===== src/rtl/mux_pkg.sv =====
// Shared constants and helpers for the N-way pipelined selector.
package mux_pkg;

  localparam int DEFAULT_WIDTH = 32;
  localparam int DEFAULT_N     = 4;
  // A select field is never narrower than one bit, even for tiny N.
  localparam int SEL_W_MIN     = 1;

  // Ceiling log2 for elaboration-time width derivation.
  function automatic int clog2(input int n);
    int r;
    r = 0;
    while ((1 << r) < n) r++;
    return r;
  endfunction

  // Width of the select field needed to address n channels.
  function automatic int sel_w(input int n);
    return (clog2(n) < SEL_W_MIN) ? SEL_W_MIN : clog2(n);
  endfunction

endpackage


===== src/rtl/mux_n_pipe_if.sv =====
// Bus bundle for mux_n_pipe: input channel handshake, flush, output handshake.
//
// Handshake rule for both sides: a word moves at a rising clk edge exactly
// when valid && ready are both high at that edge. A producer holding valid
// keeps its payload stable until the transfer; ready may change freely.
interface mux_n_pipe_if
  import mux_pkg::*;
#(
  parameter int WIDTH = DEFAULT_WIDTH,
  parameter int N     = DEFAULT_N,
  parameter int SEL_W = sel_w(N)
) ();

  logic [N*WIDTH-1:0] in_data;
  logic [SEL_W-1:0]   sel;
  logic               in_valid;
  logic               in_ready;
  logic               flush;
  logic [WIDTH-1:0]   out_data;
  logic               out_valid;
  logic               out_ready;
  logic               sel_err;

  // Upstream/downstream environment driving the block.
  modport master (
    output in_data, sel, in_valid, flush, out_ready,
    input  in_ready, out_data, out_valid, sel_err
  );

  // The selector block itself.
  modport slave (
    input  in_data, sel, in_valid, flush, out_ready,
    output in_ready, out_data, out_valid, sel_err
  );

endinterface


===== src/rtl/mux_n_sel.sv =====
// Combinational N:1 WIDTH-bit selector. Out-of-range selects yield zero
// and raise oor.
module mux_n_sel #(
  parameter int WIDTH = 32,
  parameter int N     = 4,
  parameter int SEL_W = 2
) (
  input  logic [N*WIDTH-1:0] in_data,
  input  logic [SEL_W-1:0]   sel,
  output logic [WIDTH-1:0]   word,
  output logic               oor
);

  // Scan all channels; only a matching index overrides the zero default.
  always_comb begin
    word = '0;
    oor  = 1'b1;
    for (int k = 0; k < N; k++) begin
      if (sel == SEL_W'(k)) begin
        word = in_data[k*WIDTH +: WIDTH];
        oor  = 1'b0;
      end
    end
  end

endmodule


===== src/rtl/mux_n_pipe.sv =====
// N-way selector with a registered valid/ready output stage and flush.
// Build option MUX_N_PIPE_SKID_EN adds a one-word skid entry (capacity 2)
// so in_ready depends only on registered state; without it capacity is 1
// and in_ready follows out_ready combinationally.
module mux_n_pipe
  import mux_pkg::*;
#(
  parameter int WIDTH = DEFAULT_WIDTH,
  parameter int N     = DEFAULT_N,
  parameter int SEL_W = sel_w(N)
) (
  input logic          clk,
  input logic          reset,
  mux_n_pipe_if.slave  bus
);

  logic [WIDTH-1:0] sel_word;
  logic             sel_oor;
  logic [WIDTH-1:0] out_data_q;
  logic             out_valid_q;
  logic             sel_err_q;
  logic             accept;
  logic             out_free;

  mux_n_sel #(
    .WIDTH (WIDTH),
    .N     (N),
    .SEL_W (SEL_W)
  ) u_sel (
    .in_data (bus.in_data),
    .sel     (bus.sel),
    .word    (sel_word),
    .oor     (sel_oor)
  );

  assign accept   = bus.in_valid && bus.in_ready;
  // Output register can take a new word: empty, or being emitted this edge.
  assign out_free = !out_valid_q || bus.out_ready;

`ifdef MUX_N_PIPE_SKID_EN
  logic [WIDTH-1:0] skid_data_q;
  logic             skid_full_q;

  assign bus.in_ready = reset && !skid_full_q && !bus.flush;

  // Output register and skid: the skid always drains ahead of new input.
  always_ff @(posedge clk) begin
    if (!reset) begin
      out_valid_q <= 1'b0;
      out_data_q  <= '0;
      skid_full_q <= 1'b0;
      skid_data_q <= '0;
    end else if (bus.flush) begin
      out_valid_q <= 1'b0;
      skid_full_q <= 1'b0;
    end else if (out_free) begin
      if (skid_full_q) begin
        out_data_q  <= skid_data_q;
        out_valid_q <= 1'b1;
        skid_full_q <= 1'b0;
      end else begin
        out_valid_q <= accept;
        if (accept) out_data_q <= sel_word;
      end
    end else if (accept) begin
      skid_data_q <= sel_word;
      skid_full_q <= 1'b1;
    end
  end
`else
  assign bus.in_ready = reset && out_free && !bus.flush;

  // Single output register: load on accept whenever it is free.
  always_ff @(posedge clk) begin
    if (!reset) begin
      out_valid_q <= 1'b0;
      out_data_q  <= '0;
    end else if (bus.flush) begin
      out_valid_q <= 1'b0;
    end else if (out_free) begin
      out_valid_q <= accept;
      if (accept) out_data_q <= sel_word;
    end
  end
`endif

  // Sticky out-of-range flag, cleared only by reset.
  always_ff @(posedge clk) begin
    if (!reset) begin
      sel_err_q <= 1'b0;
    end else if (accept && sel_oor) begin
      sel_err_q <= 1'b1;
    end
  end

  assign bus.out_data  = out_data_q;
  assign bus.out_valid = out_valid_q;
  assign bus.sel_err   = sel_err_q;

endmodule


===== src/flat_wrapper.sv =====
// flat-port wrapper written by rule: the top's interface ports become plain ports
module mux_n_pipe_flat import mux_pkg::*;
#(
  parameter int WIDTH = DEFAULT_WIDTH,
  parameter int N     = DEFAULT_N,
  parameter int SEL_W = sel_w(N)
)
  (clk, reset, bus_in_data, bus_sel, bus_in_valid, bus_flush, bus_out_ready, bus_in_ready, bus_out_data, bus_out_valid, bus_sel_err);
  mux_n_pipe_if #(.WIDTH(WIDTH), .N(N), .SEL_W(SEL_W)) bus_i ();
  input logic clk;
  input logic reset;
  input wire logic [$bits(bus_i.in_data)-1:0] bus_in_data;
  input wire logic [$bits(bus_i.sel)-1:0] bus_sel;
  input wire logic [$bits(bus_i.in_valid)-1:0] bus_in_valid;
  input wire logic [$bits(bus_i.flush)-1:0] bus_flush;
  input wire logic [$bits(bus_i.out_ready)-1:0] bus_out_ready;
  output wire logic [$bits(bus_i.in_ready)-1:0] bus_in_ready;
  output wire logic [$bits(bus_i.out_data)-1:0] bus_out_data;
  output wire logic [$bits(bus_i.out_valid)-1:0] bus_out_valid;
  output wire logic [$bits(bus_i.sel_err)-1:0] bus_sel_err;
  assign bus_i.in_data = bus_in_data;
  assign bus_i.sel = bus_sel;
  assign bus_i.in_valid = bus_in_valid;
  assign bus_i.flush = bus_flush;
  assign bus_i.out_ready = bus_out_ready;
  assign bus_in_ready = bus_i.in_ready;
  assign bus_out_data = bus_i.out_data;
  assign bus_out_valid = bus_i.out_valid;
  assign bus_sel_err = bus_i.sel_err;
  mux_n_pipe #(.WIDTH(WIDTH), .N(N), .SEL_W(SEL_W)) u_core (.clk(clk), .reset(reset), .bus(bus_i));
endmodule

===== config.mk =====
export PLATFORM = sky130hd
export DESIGN_NAME = mux_n_pipe_flat
export DESIGN_NICKNAME = d
export VERILOG_FILES = /design/src/rtl/mux_pkg.sv /design/src/rtl/mux_n_pipe_if.sv /design/src/rtl/mux_n_sel.sv /design/src/rtl/mux_n_pipe.sv /design/src/flat_wrapper.sv
export SDC_FILE = /design/constraint.sdc
export NUM_CORES = 1
export LEC_CHECK = 0
export ABC_AREA = 0
export CAP_MARGIN = 10
export CORE_MARGIN = 1
export CORE_UTILIZATION = 31
export DETAILED_ROUTE_END_ITERATION = 10
export PLACE_DENSITY = 0.82
export SLEW_MARGIN = 0
export SYNTH_ARGS = -nofsm -noshare
export SYNTH_HDL_FRONTEND = slang
export SYNTH_SLANG_ARGS = --single-unit

===== constraint.sdc =====
create_clock -name clk -period 1.7 [get_ports clk]
set_clock_uncertainty 0.1 [all_clocks]
set_input_delay 0.255 -clock clk [delete_from_list [all_inputs] [get_ports clk]]
set_output_delay 0.255 -clock clk [all_outputs]
set_load 0.01 [all_outputs]

# Word level (Yosys, flattened, before mapping)
# Index checks and enable logic that the tools add are counted.
dict set report totals {
  regBits 34
  word_cells 26
}
dict set report classes {
  n_eq_ne 3
  mux 8
  bitwise 2
  n_reduce_logical 10
}
# operator n
set ops {}
lappend ops {{two-way mux 32 bit} 4}
lappend ops {{equality test 2 bit (second input constant)} 2}
lappend ops {{logical AND 1 bit} 4}
lappend ops {{two-way mux 1 bit} 4}
lappend ops {{AND reduction 3 bit} 1}
lappend ops {{equality test 2 x 1 -> 1 bit (second input constant)} 1}
lappend ops {{zero test 1 bit} 2}
lappend ops {{zero test 2 bit} 1}
lappend ops {{inverter 1 bit} 2}
lappend ops {{OR reduction 2 bit} 1}
lappend ops {{logical OR 1 bit} 1}

# Longest topological paths before layout
# Gate-level depths: netlist of run 1.
dict set report logic_depth {
  depth_word 6
  ltp_mapped 4
}

# Modules after synthesis
# A second synthesis of run 1 with hierarchy kept.
dict set report hier_totals {
  hier_cells 197
  area_unflattened_um2 2270.9
}
# module n_inst cells_each area_per_inst_um2
set by_module_without_submodules {}
lappend by_module_without_submodules {mux_n_pipe 1 156 1445.1}
lappend by_module_without_submodules {mux_n_sel 1 41 825.8}

# Worst setup path after synthesis of run 1
# No wires, ideal clock.
dict set report synth_timing {
  path_type {input port to flip-flop}
  startpoint {in bus_sel[0]}
  endpoint {reg u_core.out_data_q[18], in the netlist u_core.bus.out_data[18]}
  arrival_ns 1.185
  required_ns 1.483
  path_slack_ns 0.298
  stages 4
  n_path_buf 2
  path_cell_list {buf_6 -> buf_6 -> mux4_2 -> a22o_1}
}
dict set report synth_between {
  elab_chain_cells 5
  word_cells_on_any_way 8
}
# element line
set synth_lines {}
lappend synth_lines {{from (decl)} flat_wrapper.sv:13} ;# input wire logic [$bits(bus_i.sel)-1:0] bus_sel;
lappend synth_lines {{zero test 2 bit} mux_n_sel.sv:19} ;# if (sel == SEL_W'(k)) begin
lappend synth_lines {{two-way mux 32 bit (3 in series)} mux_n_sel.sv:19}
lappend synth_lines {{two-way mux 32 bit *} mux_n_sel.sv:19}
lappend synth_lines {{to (signal assigned)} mux_n_pipe.sv:82} ;# if (accept) out_data_q <= sel_word;
lappend synth_lines {{to (decl)} mux_n_pipe.sv:19} ;# logic [WIDTH-1:0] out_data_q;
# Every way passes the cells marked *; elsewhere a longest branch is shown, timed or not.
# A chain may end at the register's enable or synchronous reset.

# Worst setup path in the final report of run 1
dict set report layout_timing {
  startpoint {in reset}
  endpoint {out bus_in_ready}
}
dict set report layout_between {
  elab_chain_cells 2
}
# element line
set layout_lines {}
lappend layout_lines {{from (decl)} flat_wrapper.sv:11} ;# input logic reset;
lappend layout_lines {{logical AND 1 bit (2 in series)} mux_n_pipe.sv:71} ;# assign bus.in_ready = reset && out_free && !bus.flush;
lappend layout_lines {{to (decl)} flat_wrapper.sv:17} ;# output wire logic [$bits(bus_i.in_ready)-1:0] bus_in_ready;
# No other way between the ends.

==> flow_summary.toml, run 1 <==
[placed_design]
gp_congestion = 0.714
placement.cell_area_mm2 = 0.00368
portBuffers = 169
dp_hpwl_um = 5160
pre_cts_slack_ns = -0.126

[grt]
grt_usage_pct = 20.9
grt_pass1_wl_um = 9750
grt_busiest_layer = "met2"
grt_pass1_vias = 2101
grt_overflow = 0
use_met1_pct = 21.1
antenna_found_initial = 0
use_met3_pct = 5.75
grt_max_degree = 33
met2_usage_pct = 39.8

[timing]
fin_crit_sh_pct = 91.5
min_period_ns = 1.56
setup_violations = 0
fmax_mhz = 643
slew_violations = 0
setup_ws_ns = 0.145
rsz0062_at_grt = "no"
hold_violations = 0
worstMarginPinSlew_ns = 0.298
slew_headroom_pct = 80.1

[clocking]
cts_htree_levels = 2
postCtsSetupBuffers = 0
ctsRootBufferMaster = "clkbuf_8"
path_clk_slew_ns = 0.07
clockBufferDepth = 2
tritoncts.num_buffers = 5
hold_buffers = 0
clock_latency_ns = 0.28
cts_tree = "built"
ctsResizeCount = 1
cts.sinks = 34

[die]
die_y_um = 78.8
die-area_mm2 = 0.00621
initial_utilization_pct = 32.6
core_area_mm2 = 0.00561
num_io_pins = 170
die_x_um = 78.8
rows = 27

[final_layout]
nNetsFinal = 429
layout-drive-gt1-share_pct = 17.0
area_growth_pct = 106
fillers = 475
fin_area_mm2 = 0.00376
n_antenna_cell = 0

[synth]
synth_seq_cells = 34
synthFlopType = "dfxtp_1"
yosys.area.top_type = "dfxtp_1"
syn_inst = 120
synth_seq_area_share_pct = 37.2
synth.net_count = 255
synth_most_common_cell = "dfxtp_1"
synthTopCellsByArea = "dfxtp_1 37%, mux4_2 37%, a22o_1 15%, mux4_1 2.9%, buf_6 2.5%"
async_flop_share_pct = 0
yosysUniqueCellTypes = 15
synth_edf_count = 0
avgSynthCellArea_um2 = 15.2
yosysTopAreaCellShare_pct = 37.2
synth_area_mm2 = 0.00183
synthTopCellsByCount = "34 x dfxtp_1, 32 x a22o_1, 30 x mux4_2, 7 x buf_2, 4 x buf_6"
yosys_warnings = 0

[pwr]
peakVddDrop_mv = 0.271
internal_power_mw = 1.64
p_comb_share_pct = 33.6
clockPowerShare_pct = 25.7
sw_frac_of_total_pct = 23.0
seqPwrFrac_pct = 40.6
p_per_area_mw_per_mm2 = 567
leakage_nw = 1.40
power.switching_uw = 490

[detailed_routing]
drt_wl_total_um = 6250
drtIter0Drc = 25
drc = 0
drtAntennaViolNets = 0
via_per_inst = 5.16
first_pass_iters = 2
dr_total_vias = 1887
wl_per_cell_um = 17.1

[min_path]
hold_path_class = "reg2reg"
worstHoldPathCells = 1

[critical_path]
cp-end-kind = "output pin"
crit_path_start_kind = "input port"
r2r_cells = 5
worst_path_max_delay_cell = "clkdlybuf4s50_1"
required_ns = 1.34
slowest_delay_ns = 0.50
cp_max_fo = 3
timing_worst_setup_path_type = "in2out"
crit_arrival_ns = 1.20
crit_path_cell_trace = "clkdlybuf4s50_1 -> nand2b_1 -> nor2_1 -> dlygate4sd2_1"

[run_status]
status = "finished, final reports clean"

[flow_run]
drv_cap = 0
## registers in the layout, summed over array words and instances (netlist names)
register	count
u_core.bus.out_data	32
u_core.bus.sel_err	1
u_core.bus.out_valid	1
## routing by layer
layer	part of all wire, %	vias to the layer above
met2	53	108
met4	2.5	0
met5	0	-
met3	9.4	14
li1	-	861
met1	35	904
## power by group through the flow
stage | Sequential [mW] | Combinational (mW) | Clock (mW)
after floorplan | 0.903 | 0.239 | 0
after global placement | 0.882 | 0.709 | 0
after detailed placement | 0.883 | 0.725 | 0
after CTS | 0.866 | 0.726 | 0.571
after global routing | 0.871 | 0.761 | 0.599
final | 0.866 | 0.716 | 0.548
## worst max-delay path, delay by kind of cell
| family | cells | cell delay, ns |
|---|---|---|
| buf+inv | 2 | 0.77 |
| simple gates | 2 | 0.18 |
## area by class of cell
| type | count | area (µm²) | area share (%) |
|---|---|---|---|
| Timing Repair Buffer | 180 | 1840 | 49.0 |
| Multi-Input combinational cell | 72 | 1060 | 28.3 |
| Sequential cell | 34 | 681 | 18.1 |
| Tap cell | 72 | 90.1 | 2.40 |
| Clock buffer | 5 | 68.8 | 1.83 |
| Clock inverter | 2 | 10.0 | 0.266 |
| Inverter | 1 | 3.75 | 0.0998 |
## cells by family (layout without fill, tap and decap cells)
kind of cell    Yosys count  count (layout)  synth area share (%)
mux                      32              32                  39.8
flops                    34              34                  37.2
simple gates              7               7                  2.19
buf+inv                  14             188                  4.99
compound gates           33              33                  15.8
## path summary, 6_finish.rpt
check	startpoint	end	slack, ns
hold / removal	u_core.bus.sel_err$_SDFFE_PN0P_	u_core.bus.sel_err$_SDFFE_PN0P_	0.37
setup / recovery	reset	bus_in_ready	0.14
hold reg to reg	u_core.bus.sel_err$_SDFFE_PN0P_	u_core.bus.sel_err$_SDFFE_PN0P_	0.37
setup reg to reg	u_core.bus.out_valid$_SDFFE_PP0P_	u_core.bus.out_data[10]$_SDFFE_PN0P_	0.32
## cells in the final DEF (no fill, tap or decap), drive strengths merged
master,n
o31a,1
and2,1
nor2,3
clkdlybuf4s50,167
a22o,32
nor3,1
dlygate4sd2,1
nand2b,1
clkinv,2
clkbuf,5
inv,1
buf,12
nor2b,1
mux4,32
dfxtp,34
## stage by stage
| stage | util [%] | setup TNS [ns] | power, mW | hold WS, ns | cells |
|---|---|---|---|---|---|
| after global placement | 65.7 | -1.19 | 1.59 | 0.344 | 359 |
| after CTS | 67.0 | 0 | 2.16 | 0.375 | 366 |
| final | 67.0 | 0 | 2.13 | 0.367 | 366 |
| after global routing | 67.0 | 0 | 2.23 | 0.393 | 366 |
| after detailed placement | 65.7 | -1.52 | 1.61 | 0.356 | 359 |
| after floorplan | - | 0 | 1.14 | 0.276 | 120 |
Power figures use the tool's default switching activity.
==> inputs of run 2 (changes only) <==
CAP_MARGIN = 20   (was 10)
==> results of run 2 <==
Same layout as run 1: the final DEF is identical, and so are final timing and power.
==> inputs of run 3 (changes only) <==
CAP_MARGIN = unset   (was 20)
==> results of run 3 <==
Same layout as run 1: the final DEF is identical, and so are final timing and power.
